## src/rtl/noc_ps_mux.sv

```systemverilog
// Packet-switched NoC multiplexer: per-channel FIFOs, round-robin packet-atomic
// arbitration onto a registered NoC output, plus a registered inbound pass-through.
module noc_ps_mux #(
  parameter int unsigned NCH   = 4,
  parameter int unsigned DW    = 8,
  parameter int unsigned DEPTH = 4
) (
  input  logic              clk,
  input  logic              reset,
  input  logic [NCH-1:0]    ch_valid,
  output logic [NCH-1:0]    ch_ready,
  input  logic [NCH*DW-1:0] ch_data,
  input  logic [NCH-1:0]    ch_last,
  input  logic              noc_stall,
  output logic              noc_from_dev_ctl,
  output logic [DW-1:0]     noc_from_dev_data,
  output logic              noc_from_dev_last,
  input  logic              noc_to_dev_ctl,
  input  logic [DW-1:0]     noc_to_dev_data,
  output logic              dev_ctl_out,
  output logic [DW-1:0]     dev_data_out
);

  localparam int unsigned CW   = $clog2(NCH);
  localparam int unsigned PW   = $clog2(DEPTH);
  localparam int unsigned CNTW = PW + 1;

  typedef enum logic [1:0] {IDLE, HDR, BODY} state_e;

  logic [DW:0]     mem_q  [NCH][DEPTH];
  logic [PW-1:0]   wptr_q [NCH];
  logic [PW-1:0]   wptr_d [NCH];
  logic [PW-1:0]   rptr_q [NCH];
  logic [PW-1:0]   rptr_d [NCH];
  logic [CNTW-1:0] cnt_q  [NCH];
  logic [CNTW-1:0] cnt_d  [NCH];
  logic [DW:0]     head   [NCH];
  logic [NCH-1:0]  push;
  logic [NCH-1:0]  pop;
  logic [NCH-1:0]  nempty;

  state_e          state_q, state_d;
  logic [CW-1:0]   grant_q, grant_d;
  logic [CW-1:0]   rr_q, rr_d;
  logic            ctl_q, ctl_d;
  logic [DW-1:0]   data_q, data_d;
  logic            last_q, last_d;
  logic            dev_ctl_q;
  logic [DW-1:0]   dev_data_q;

  logic            found;
  logic [CW-1:0]   sel;
  logic [DW-1:0]   hdr;
  int unsigned     idx;

  // FIFO status comes from registered counts only, so ready never sees pops.
  always_comb begin
    for (int unsigned i = 0; i < NCH; i++) begin
      ch_ready[i] = (cnt_q[i] != CNTW'(DEPTH));
      nempty[i]   = (cnt_q[i] != '0);
      push[i]     = ch_valid[i] && ch_ready[i];
      head[i]     = mem_q[i][rptr_q[i]];
    end
  end

  always_comb begin
    for (int unsigned i = 0; i < NCH; i++) begin
      wptr_d[i] = push[i] ? wptr_q[i] + PW'(1) : wptr_q[i];
      rptr_d[i] = pop[i]  ? rptr_q[i] + PW'(1) : rptr_q[i];
      cnt_d[i]  = cnt_q[i];
      if (push[i] && !pop[i]) begin
        cnt_d[i] = cnt_q[i] + CNTW'(1);
      end else if (!push[i] && pop[i]) begin
        cnt_d[i] = cnt_q[i] - CNTW'(1);
      end
    end
  end

  always_ff @(posedge clk) begin
    for (int unsigned i = 0; i < NCH; i++) begin
      if (push[i]) begin
        mem_q[i][wptr_q[i]] <= {ch_last[i], ch_data[i*DW +: DW]};
      end
    end
  end

  always_ff @(posedge clk) begin
    if (reset) begin
      for (int unsigned i = 0; i < NCH; i++) begin
        wptr_q[i] <= '0;
        rptr_q[i] <= '0;
        cnt_q[i]  <= '0;
      end
    end else begin
      for (int unsigned i = 0; i < NCH; i++) begin
        wptr_q[i] <= wptr_d[i];
        rptr_q[i] <= rptr_d[i];
        cnt_q[i]  <= cnt_d[i];
      end
    end
  end

  always_comb begin
    found = 1'b0;
    sel   = '0;
    idx   = 0;
    for (int unsigned k = 0; k < NCH; k++) begin
      idx = int'(rr_q) + k;
      if (idx >= NCH) idx = idx - NCH;
      if (!found && nempty[idx]) begin
        found = 1'b1;
        sel   = CW'(idx);
      end
    end
    hdr          = '0;
    hdr[DW-1]    = 1'b1;
    hdr[CW-1:0]  = sel;
  end

  always_comb begin
    state_d = state_q;
    grant_d = grant_q;
    rr_d    = rr_q;
    ctl_d   = ctl_q;
    data_d  = data_q;
    last_d  = last_q;
    pop     = '0;
    if (!noc_stall) begin
      case (state_q)
        IDLE: begin
          ctl_d  = 1'b1;
          last_d = 1'b0;
          data_d = '0;
          if (found) begin
            grant_d = sel;
            data_d  = hdr;
            state_d = HDR;
          end
        end
        HDR, BODY: begin
          // The last flit is on the output; leaving now means it was accepted.
          if (state_q == BODY && last_q) begin
            state_d = IDLE;
            rr_d    = (grant_q == CW'(NCH - 1)) ? '0 : grant_q + CW'(1);
            ctl_d   = 1'b1;
            data_d  = '0;
            last_d  = 1'b0;
          end else begin
            state_d = BODY;
            if (nempty[grant_q]) begin
              pop[grant_q]     = 1'b1;
              ctl_d            = 1'b0;
              {last_d, data_d} = head[grant_q];
            end else begin
              ctl_d  = 1'b1;
              data_d = '0;
              last_d = 1'b0;
            end
          end
        end
        default: state_d = IDLE;
      endcase
    end
  end

  always_ff @(posedge clk) begin
    if (reset) begin
      state_q    <= IDLE;
      grant_q    <= '0;
      rr_q       <= '0;
      ctl_q      <= 1'b1;
      data_q     <= '0;
      last_q     <= 1'b0;
      dev_ctl_q  <= 1'b1;
      dev_data_q <= '0;
    end else begin
      state_q    <= state_d;
      grant_q    <= grant_d;
      rr_q       <= rr_d;
      ctl_q      <= ctl_d;
      data_q     <= data_d;
      last_q     <= last_d;
      dev_ctl_q  <= noc_to_dev_ctl;
      dev_data_q <= noc_to_dev_data;
    end
  end

  assign noc_from_dev_ctl  = ctl_q;
  assign noc_from_dev_data = data_q;
  assign noc_from_dev_last = last_q;
  assign dev_ctl_out       = dev_ctl_q;
  assign dev_data_out      = dev_data_q;

endmodule

```

## config.mk

```make
export PLATFORM = sky130hd
export DESIGN_NAME = noc_ps_mux
export DESIGN_NICKNAME = d
export VERILOG_FILES = /design/src/rtl/noc_ps_mux.sv
export SDC_FILE = /design/constraint.sdc
export NUM_CORES = 1
export LEC_CHECK = 0
export ABC_AREA = 1
export BUFFER_PORTS_ARGS = -buffer_cell sky130_fd_sc_hd__buf_2
export CAP_MARGIN = 20
export CORE_UTILIZATION = 50
export CTS_CLUSTER_SIZE = 10
export DETAILED_ROUTE_END_ITERATION = 8
export PLACE_DENSITY = 0.69
export SLEW_MARGIN = 10
export SYNTH_ARGS = -nofsm -noshare
export SYNTH_HDL_FRONTEND = slang
export SYNTH_SLANG_ARGS = --single-unit
```

## constraint.sdc

```tcl
create_clock -name clk -period 3.5 [get_ports clk]
set_input_delay 0.175 -clock clk [delete_from_list [all_inputs] [get_ports clk]]
set_output_delay 0.175 -clock clk [all_outputs]
set_load 0.02 [all_outputs]
```

==> metrics, run 1 <==
CTS clk-pin slew, worst paths 70 ps; worst skew pair latency roughly 430 ps; CP arrival 3010 ps; CP Class reg2reg; CTS Buf Count 17; Layout Skew 8.00 ps; H-tree levels 4; final slew viol count 0; worst relative slew slack 36.3%; gr ovfl total 0; Synth top area share slightly below 50%; # fillers between 1000 and 1500; nets@finish 1032; first-pass GRT wire length just under 30000 µm; gr busiest metal met2; Core ar. around 0.017 mm²; Synth-to-Final Area Change 17.3%; initial core utilization 52.0%; crit-path max cell delay roughly 590 ps; Syn Nets 920; Tmin final between 2000 and 3000 ps; TritonCTS clock tree built; syn avg cell area roughly 10 µm²; worst slew pin tran ~950 ps; IO Pins 75; maximum fanout along the worst path 14; maximum number of pins on one net before global-route repair 31; height of the die around 130 µm; post-route setup TNS 0 ps; I/O Buffers 74; GPL Wtd Cong approximately 0.83; synthesized netlist cell count about 840; Synth top cells by count edfxtp_1 (144), nor2_1 (144), nand2_1 (92); Clock Tree Root clkbuf_16; Post-DP Area roughly 0.0092 mm²; Post-Route WL ~18000 µm; Hold Vio Cnt, Final 0; M1 GR Usage between 20% and 30%; GRT Total Usage 21.5%; antenna diode count 0; full die area roughly 0.018 mm²; total design power ~5900 µW; Final Cell Area between 0.01 and 0.015 mm²; CTS max path bufs 2; post-synthesis register bit count 197; cell breakdown of the critical path inv_1 > a21oi_1 > nor2_2 > nand2_2 > nor2_2 > inv_1 > ha_1 > inv_1 > fa_1 > nor2_1 > nor2_1 > nand2_1 > o21ai_0 > a21oi_1; initial antenna violation count 0; post-synthesis sequential area ratio 61.6%; Post-CTS Setup Repair Bufs 0; cell mode on critical path inv_1; M3 GR Usage ~3.7%; slowest CP cell dfxtp_1; RSZ-0062 raised after global routing no; Synth area leaders edfxtp_1 (49%), dfxtp_1 (12%), nor2_1 (6.2%); Max Fclk about 380 MHz; outcome finished, final reports clean; post-DP HPWL between 10000 and 15000 µm; area of the multi-input gates ~0.0028 mm²; IR drop worst, VDD 0.000385 V; row count 47; Routed Antenna Nets 0; Synth Warn # 0; asr flop ratio synth 0%; CTS resizes 0; register area between 0.005 and 0.006 mm²; vias in the first global route approximately 5800; final setup fails 0; max_cap viols 0; post-synth cell types 40; PD cells 576 mW/mm²; total number of vias slightly above 6000; Die W between 100 and 150 µm; Leak 0.00403 µW; Yosys top cell by area edfxtp_1; post-synthesis instance area between 0.008 and 0.009 mm²; global routing usage on met2 between 30% and 40%; dominant synthesized flop cell edfxtp_1; min-delay worst type in2reg; layout cell share with drive strength beyond 1 about 16%; Worst setup SP type register; crit path capture type register; initial DRC count 383; wire per inst 15.6 µm; final period utilization roughly three quarters; drc violations 0; required time at the worst-slack endpoint 3860 ps; Post-synth EDFFs 144; Vias/cell between 5 and 6; CTS sink count a little under 200; TritonRoute pass-1 iters 5
==> logic make-up (layout without fill, tap and decap cells) <==
family,count (synthesis),count (layout),synth area share [%]
compound gates,171,171,10.5
xor+xnor,6,6,0.773
fa+ha+maj,31,31,4.78
buf+inv,122,247,6.16
flops,197,197,61.6
simple gates,310,310,16.2
==> through the flow <==
| step | hold WS [ps] | utilization, % | cells | worst slack, ps |
|---|---|---|---|---|
| final | 175 | 61.0 | 1182 | 845 |
| after global routing | 184 | 61.0 | 1182 | 529 |
| after CTS | 161 | 61.0 | 1182 | 854 |
| after detailed placement | 361 | 54.9 | 1105 | 889 |
| after global placement | 358 | 54.9 | 1105 | 992 |
| after floorplan | 274 | - | 837 | 1290 |
==> final cells by class <==
type | count | share of cell area [%]
Sequential cell | 197 | 52.5
Multi-Input combinational cell | 518 | 27.5
Timing Repair Buffer | 124 | 8.37
Clock buffer | 19 | 4.22
Inverter | 91 | 3.40
Tap cell | 220 | 2.68
Clock inverter | 13 | 1.32
==> critical path, delay by kind of cell, from the launching register on <==
kind | cells | cell delay (ps)
AO/OA/AOI/OAI | 3 | 440
adder cells (fa/ha/maj) | 2 | 580
buffers and inverters | 3 | 450
flip-flops | 1 | 590
AND/OR/NAND/NOR | 6 | 510
==> timing repair <==
item | in CTS | in global routing
endpoints found under the setup margin | 0 | 0
hold buffers | 45 | 0
hold endpoints to repair | 153 | 0
==> where the power goes <==
part	internal (µW)	total (µW)	switching, µW	leakage [µW]
registers	2730	2850	116	0.00176
clock network	1050	1880	831	0.000273
logic	394	1180	786	0.00200
total	4170	5910	1730	0.00403
==> layout by cell type (no fill, tap or decap), drive strengths merged <==
master / netlist / final
xor2: 5 / 5
dlygate4sd3: 0 / 45
nor2: 155 / 155
and3: 1 / 1
nand4: 2 / 2
xnor2: 1 / 1
o22ai: 7 / 7
dfxtp: 53 / 53
inv: 90 / 90
o21ai: 95 / 95
nor3: 2 / 2
nand3: 43 / 43
o211ai: 16 / 16
buf: 22 / 79
fa: 4 / 4
nand2: 101 / 101
edfxtp: 144 / 144
a211oi: 1 / 1
or2: 1 / 1
clkbuf: 9 / 19
ha: 27 / 27
nand3b: 1 / 1
clkinv: 1 / 9
a21oi: 52 / 52
bufinv: 0 / 2
clkinvlp: 0 / 3
nor3b: 4 / 4
==> flip-flops by register name, indices dropped and copies added (netlist names) <==
register	count
cnt_q	12
dev_ctl_out	1
dev_data_out	8
grant_q	2
mem_q	144
noc_from_dev_ctl	1
noc_from_dev_data	8
noc_from_dev_last	1
rptr_q	8
rr_q	2
state_q	2
wptr_q	8
==> final timing paths <==
| check | slack (ps) | from | endpoint | cells past startpoint |
|---|---|---|---|---|
| worst max register to register | 850 | grant_q[1]$_SDFFE_PP0P_ | cnt_q[1][2]$_SDFFE_PP0P_ | 14 |
| worst min register to register | 490 | noc_from_dev_data[3]$_SDFFE_PP0P_ | noc_from_dev_data[3]$_SDFFE_PP0P_ | 2 |
| worst min-delay path | 180 | noc_stall | state_q[1]$_SDFFE_PP0P_ | 4 |
| worst max-delay path | 850 | grant_q[1]$_SDFFE_PP0P_ | cnt_q[1][2]$_SDFFE_PP0P_ | 14 |
==> routing by layer <==
metal  vias up  wire length, µm
li1       3043                -
met1      2847             8680
met2       139             8640
met3        15              956
met4         0              212
met5         -                0
Note: power is estimated with default switching activity, not from simulation.
==> run 2: changes to the inputs <==
--- a/config.mk
+++ b/config.mk
@@ -5,13 +5,13 @@
 export SDC_FILE = /design/constraint.sdc
 export NUM_CORES = 1
 export LEC_CHECK = 0
-export ABC_AREA = 1
+export ABC_AREA = 0
 export BUFFER_PORTS_ARGS = -buffer_cell sky130_fd_sc_hd__buf_2
 export CAP_MARGIN = 20
 export CORE_UTILIZATION = 50
 export CTS_CLUSTER_SIZE = 10
 export DETAILED_ROUTE_END_ITERATION = 8
-export PLACE_DENSITY = 0.69
+export PLACE_DENSITY = 0.72
 export SLEW_MARGIN = 10
 export SYNTH_ARGS = -nofsm -noshare
 export SYNTH_HDL_FRONTEND = slang
==> constraint.sdc (replaced) <==
create_clock -name clk -period 2.1 [get_ports clk]
set_input_delay 0.105 -clock clk [delete_from_list [all_inputs] [get_ports clk]]
set_output_delay 0.105 -clock clk [all_outputs]
set_load 0.02 [all_outputs]
==> run 2 against run 1 <==
Against the previous run:
- the flow now finishes with violations (negative setup slack)
- global-route usage rose by 1.3 points
- critical path depth fell by 3
- final area rose by 2.1%
- worst hold slack got worse by 150 ps
- wire length fell by 4.7%
- sequential share of layout area fell by 1.0 points
- via count fell by 16%
- largest cell class unchanged
==> metrics, run 2 <==
wire per inst between 15 and 20 µm; maximum number of pins on one net before global-route repair 25; asr flop ratio synth 0%; Layout Skew roughly 8 ps; Syn Nets 623; GRT Total Usage 22.8%; min-delay worst type in2reg; post-DP HPWL roughly 12000 µm; Yosys top cell by area edfxtp_1; max_cap viols 0; post-synthesis instance area between 0.008 and 0.009 mm²; sequential cell fraction of total power 43.9%; worst relative slew slack 64.3%; Routed Antenna Nets 0; CTS max path bufs 2; antenna diode count 0; Largest register FFs between 100 and 150; Internal Power between 7000 and 8000 µW; DP Worst Slack -443 ps; post-synthesis sequential area ratio about two thirds; GPL Wtd Cong approximately 0.81; Hold Vio Cnt, Final 0; Synth-to-Final Area Change 28.7%; Die W 130 µm; final period utilization 118%; Switching Share between 20% and 30%; gr ovfl total 0; CTS sink count between 150 and 200; I/O Buffers 74; commonest cells after routing, fill and taps aside edfxtp_1 (144), buf_2 (74), buf_4 (60); Clock Tree Root clkbuf_16; CTS clk-pin slew, worst paths 70 ps; drc violations 0; Leak about 0.0039 µW; CTS Buf Count 17; Reg2Reg Setup Slack -380 ps; multiplexer share of the synthesized area about 11%; Synth top area share about 53%; IR drop worst, VDD ~0.00066 V; final slew viol count 0; Post-DP Area 0.00921 mm²; Vias/cell 5.36; RSZ-0062 raised after global routing yes; PD cells about 1100 mW/mm²; violated checks negative setup slack; initial core utilization 51.2%; nets@finish between 800 and 900; post-synthesis compound-gate area fraction 5.02%; initial DRC count roughly 250; first-pass GRT wire length 27600 µm; Synth top cells by count edfxtp_1 (144), dfxtp_1 (53), nor2_1 (40); final setup fails 8; required time at the worst-slack endpoint around 2500 ps; vias in the first global route about 5400; Psw between 3000 and 4000 µW; crit path capture type register; dominant synthesized flop cell edfxtp_1; CP Class reg2reg; Synth Warn # 0; Post-synth EDFFs approximately 140; Final Cell Area 0.0105 mm²; Tmin final around 2500 ps; outcome complete, but fails checks; CP arrival about 2900 ps; row count 46; total number of vias about 5100; H-tree levels 4; Combinational Power Share a little over a quarter; height of the die about 130 µm; Synth Area in Simple Gates under 10%; syn avg cell area between 15 and 20 µm²; most common cell in the synthesized netlist edfxtp_1; post-synth cell types 44; xor-xnor portion of the synthesized cell area under 10%; worst r2r src cnt_q[1][2]$_SDFFE_PP0P_; synthesized netlist cell count between 500 and 600; Core ar. approximately 0.016 mm²; Max Fclk just over 400 MHz; maximum fanout along the worst path 4; worst slew pin tran between 500 and 600 ps; worst skew pair latency about 430 ps; Reg2Reg Depth 11; Post-Synth Adder-Cell Area 5.14%; CP Launch Point cnt_q[1][2]$_SDFFE_PP0P_; Post-Route WL 17600 µm; commonest non-fill, non-tap cell in the layout edfxtp_1; full die area between 0.015 and 0.02 mm²; layout cell share with drive strength beyond 1 roughly a third; IO Pins between 70 and 80; TritonRoute pass-1 iters 4; Synth area leaders edfxtp_1 (53%), dfxtp_1 (13%), mux4_2 (8.0%); Worst Setup EP cnt_q[2][2]$_SDFFE_PP0P_; Worst setup SP type register; TritonCTS clock tree built; largest family of logic cells by synthesized area multiplexers; initial antenna violation count 0; RR Endpoint cnt_q[2][2]$_SDFFE_PP0P_; post-synthesis register bit count 197; part of the power in the clock network around 29%; Setup WS post-layout -381 ps
## run 2: worst min-delay path by stage
stage | startpoint | to | slack (ps) | cells after the start
finish | noc_stall | state_q[0]$_SDFFE_PP0P_ | 30 | 3
global placement | noc_to_dev_ctl | dev_ctl_out$_SDFF_PP1_ | 290 | 2
CTS | noc_stall | state_q[0]$_SDFFE_PP0P_ | 5 | 3
floorplan | ch_data[0] | mem_q[0][0]$_DFFE_PP_ | 200 | 0
global route | noc_stall | state_q[0]$_SDFFE_PP0P_ | 30 | 3
detailed placement | noc_to_dev_ctl | dev_ctl_out$_SDFF_PP1_ | 300 | 2
## run 2: cells by family after synthesis
kind of cell,count (synthesis)
flops,197
simple gates,133
compound gates,62
mux,54
buf+inv,43
fa+ha+maj,31
xor+xnor,20
## run 2: worst max-delay path, stage by stage (launching register included)
cell	delay [ps]
dfxtp_2	330
or3_4	400
mux2i_4	170
nor3_4	60
buf_6	150
o21ai_4	160
ha_4	160
inv_2	30
fa_2	330
xor2_1	150
or3_1	340
a21oi_2	120
## run 2: power by group through the flow
stage | Combinational [µW] | Clock, µW | Sequential, µW
6_report | 3010 | 3170 | 4840
5_1_grt | 3270 | 3350 | 4890
4_1_cts | 2920 | 3220 | 4840
3_5_place_dp | 2720 | 0 | 4920
3_3_place_gp | 2600 | 0 | 4880
2_1_floorplan | 1620 | 0 | 4950
## run 2: per-stage QoR
stage / hold WS [ps] / power (µW) / cells / utilization (%) / TNS [ps]
finish: 30.1 / 11000 / 952 / 65.9 / -2490
floorplan: 204 / 6570 / 540 / - / -2380
detailed placement: 298 / 7630 / 862 / 57.9 / -3090
CTS: 4.53 / 11000 / 945 / 65.3 / -2370
global route: 33.7 / 11500 / 952 / 65.9 / -3360
global placement: 290 / 7480 / 862 / 57.9 / -2150
## run 2: area by class of cell
cell class                      instances  area, µm²
Fill cell                            1171       5420
Sequential cell                       197       5390
Multi-Input combinational cell        300       2760
Timing Repair Buffer                  189       1400
Clock buffer                           22        454
Tap cell                              216        270
Clock inverter                         10        124
Inverter                               18       67.6
## run 2: routing by layer
layer  vias to the layer above  wire [µm]  track usage, %
met5                         -          0               0
li1                       2390          -               -
met3                        30        873            5.24
met2                       117       9410            40.9
met4                         0        376            9.44
met1                      2567       6950            26.2
## run 2: timing repair
| item | CTS | global route |
|---|---|---|
| gates resized for setup | 15 | 9 |
| setup buffers | 6 | 7 |
| endpoints found under the hold margin | 153 | 0 |
| hold buffers | 45 | 0 |
| pin swaps | 10 | 10 |
| endpoints found under the setup margin | 12 | 20 |
==> run 3: changes to the inputs <==
--- a/config.mk
+++ b/config.mk
@@ -5,13 +5,13 @@
 export SDC_FILE = /design/constraint.sdc
 export NUM_CORES = 1
 export LEC_CHECK = 0
-export ABC_AREA = 0
+export ABC_AREA = 1
 export BUFFER_PORTS_ARGS = -buffer_cell sky130_fd_sc_hd__buf_2
 export CAP_MARGIN = 20
 export CORE_UTILIZATION = 50
 export CTS_CLUSTER_SIZE = 10
 export DETAILED_ROUTE_END_ITERATION = 8
-export PLACE_DENSITY = 0.72
+export PLACE_DENSITY = 0.71
 export SLEW_MARGIN = 10
 export SYNTH_ARGS = -nofsm -noshare
 export SYNTH_HDL_FRONTEND = slang
==> run 3 against run 2 <==
Against the previous run:
- the flow still finishes with violations (negative setup slack)
- combinational power fell by 14%
- via count rose by 29%
- worst hold slack gained 78 ps
- sequential power decreased by 2%
- utilization increased by 0.67 points
- die area up 7.4%
- final area increased by 6.9%
- critical path depth grew 2
- sequential share of layout area decreased by 3.3 points
- register-to-register slack better by 250 ps
- clock power grew 3%
- critical endpoint is now cnt_q[2][1]$_SDFFE_PP0P_
==> metrics, run 3 (synthesis gave the netlist of run 1 again) <==
Worst setup SP type register; nets@finish roughly 1100; RR Endpoint cnt_q[2][1]$_SDFFE_PP0P_; Leak 0.00455 µW; IR drop worst, VDD between 0.0006 and 0.0007 V; Largest register FFs between 100 and 150; Core ar. approximately 0.017 mm²; Post-Layout Cell Count 1281; Final Util between 60% and 70%; maximum number of pins on one net before global-route repair 30; worst r2r src state_q[0]$_SDFFE_PP0P_; IO Pins between 70 and 80; CTS clk-pin slew, worst paths 70 ps; max_cap viols 0; Die W about 130 µm; violated checks negative setup slack; CP Class reg2reg; RSZ-0062 raised after global routing yes; total number of vias ~6600; Synth-to-Final Area Change 28.0%; full die area ~0.018 mm²; Tmin final 2230 ps; PD cells approximately 950 mW/mm²; worst slew pin tran 796 ps; Reg2Reg Setup Slack -130 ps; post-route setup TNS -661 ps; layout cell share with drive strength beyond 1 about 28%; final period utilization 106%; outcome complete, but fails checks; CP arrival ~2600 ps; height of the die ~130 µm; commonest cells after routing, fill and taps aside edfxtp_1 (144), nor2_1 (143), buf_4 (103); Hold Vio Cnt, Final 0; DP Worst Slack -167 ps; maximum fanout along the worst path 4; required time at the worst-slack endpoint between 2000 and 2500 ps; Setup WS post-layout -132 ps; post-DP HPWL 12800 µm; initial antenna violation count 0; Post-Route WL a little over 20000 µm; Max Fclk ~450 MHz; H-tree levels 4; Routed Antenna Nets 0; CTS max path bufs 2; gr ovfl total 0; CTS Buf Count 17; GPL Wtd Cong between 0.8 and 0.9; CTS sink count about 200; crit path capture type register; Placed Instances roughly 1200; initial core utilization roughly half; final slew viol count 0; TritonCTS clock tree built; worst relative slew slack between 40% and 50%; I/O Buffers 74; wire per inst 15.8 µm; final setup fails 9; initial DRC count around 440; Layout Skew about 11 ps; first-pass GRT wire length about 32000 µm; antenna diode count 0; drc violations 0; min-delay worst type in2reg; worst skew pair latency between 400 and 500 ps; vias in the first global route approximately 6400; GRT Total Usage between 20% and 30%; Worst Setup EP cnt_q[2][1]$_SDFFE_PP0P_; row count between 40 and 50; CP Launch Point state_q[0]$_SDFFE_PP0P_; TritonRoute pass-1 iters 4; Reg2Reg Depth 13; commonest non-fill, non-tap cell in the layout edfxtp_1; Clock Tree Root clkbuf_16; worst hold path depth 4; Vias/cell about 5.1
[run 3: cell count changes in the layout (fill, tap and decap cells not counted), moves of 12 or more]
cell      change
a21oi_1      +29
and3_1       -15
buf_4        +43
inv_1        +63
mux2i_1      -24
mux4_2       -29
nand2_1      +55
nand3_1      +21
nor2_1      +103
o211ai_1     +12
o21ai_0      +77
[run 3: routing by layer]
| layer | wire, µm | track usage (%) | part of all wire [%] | vias up |
|---|---|---|---|---|
| li1 | - | - | - | 3249 |
| met1 | 8910 | 29.3 | 44 | 3092 |
| met4 | 330 | 7.49 | 1.6 | 0 |
| met2 | 9890 | 39.6 | 49 | 205 |
| met3 | 1140 | 5.67 | 5.6 | 26 |
| met5 | 0 | 0 | 0 | - |
[run 3: report_power, final]
| part | internal, µW | leakage [µW] | switching, µW |
|---|---|---|---|
| clock | 1820 | 0.000284 | 1460 |
| sequential | 4550 | 0.00176 | 165 |
| combinational | 1050 | 0.00251 | 1540 |
| total | 7420 | 0.00455 | 3170 |
[run 3: area by class of cell]
class | instances | area, µm²
Clock buffer | 18 | 439
Clock inverter | 14 | 165
Fill cell | 1226 | 5630
Inverter | 91 | 364
Multi-Input combinational cell | 518 | 2950
Sequential cell | 197 | 5400
Tap cell | 220 | 275
Timing Repair Buffer | 223 | 1610
[run 3: critical path, cell delays in order, from the launching register on]
cell     delay [ps]
dfxtp_2         350
inv_4            50
ha_4            160
nand2_4          80
inv_4            40
nor3_4          230
nand2_4         120
nor2_2          150
inv_1            80
ha_2            190
inv_2            60
fa_2            430
o21ai_1         120
a21oi_1          50
[run 3: worst min path at each step]
stage / startpoint / to / slack (ps)
6_report: ch_valid[3] / wptr_q[3][0]$_SDFFE_PP0P_ / 110
5_1_grt: noc_stall / rr_q[0]$_SDFFE_PP0P_ / 130
4_1_cts: noc_stall / rr_q[0]$_SDFFE_PP0P_ / 60
3_5_place_dp: noc_to_dev_data[6] / dev_data_out[6]$_SDFF_PP0_ / 310
3_3_place_gp: noc_to_dev_data[6] / dev_data_out[6]$_SDFF_PP0_ / 300
2_1_floorplan: ch_data[0] / mem_q[0][0]$_DFFE_PP_ / 200
[run 3: stage by stage]
stage | total power [µW] | hold slack, ps | cell area (µm²)
detailed placement | 7070 | 313 | 9750
CTS | 10500 | 58.9 | 11100
global placement | 7010 | 303 | 9750
finish | 10600 | 108 | 11200
floorplan | 6170 | 204 | 8750
global route | 11100 | 126 | 11200
[run 3: repair_timing]
action,in CTS,in global routing
pin swaps,20,9
setup buffers,30,5
hold buffers,45,0
endpoints found under the setup margin,8,23
hold endpoints to repair,153,0
resized for setup,29,25
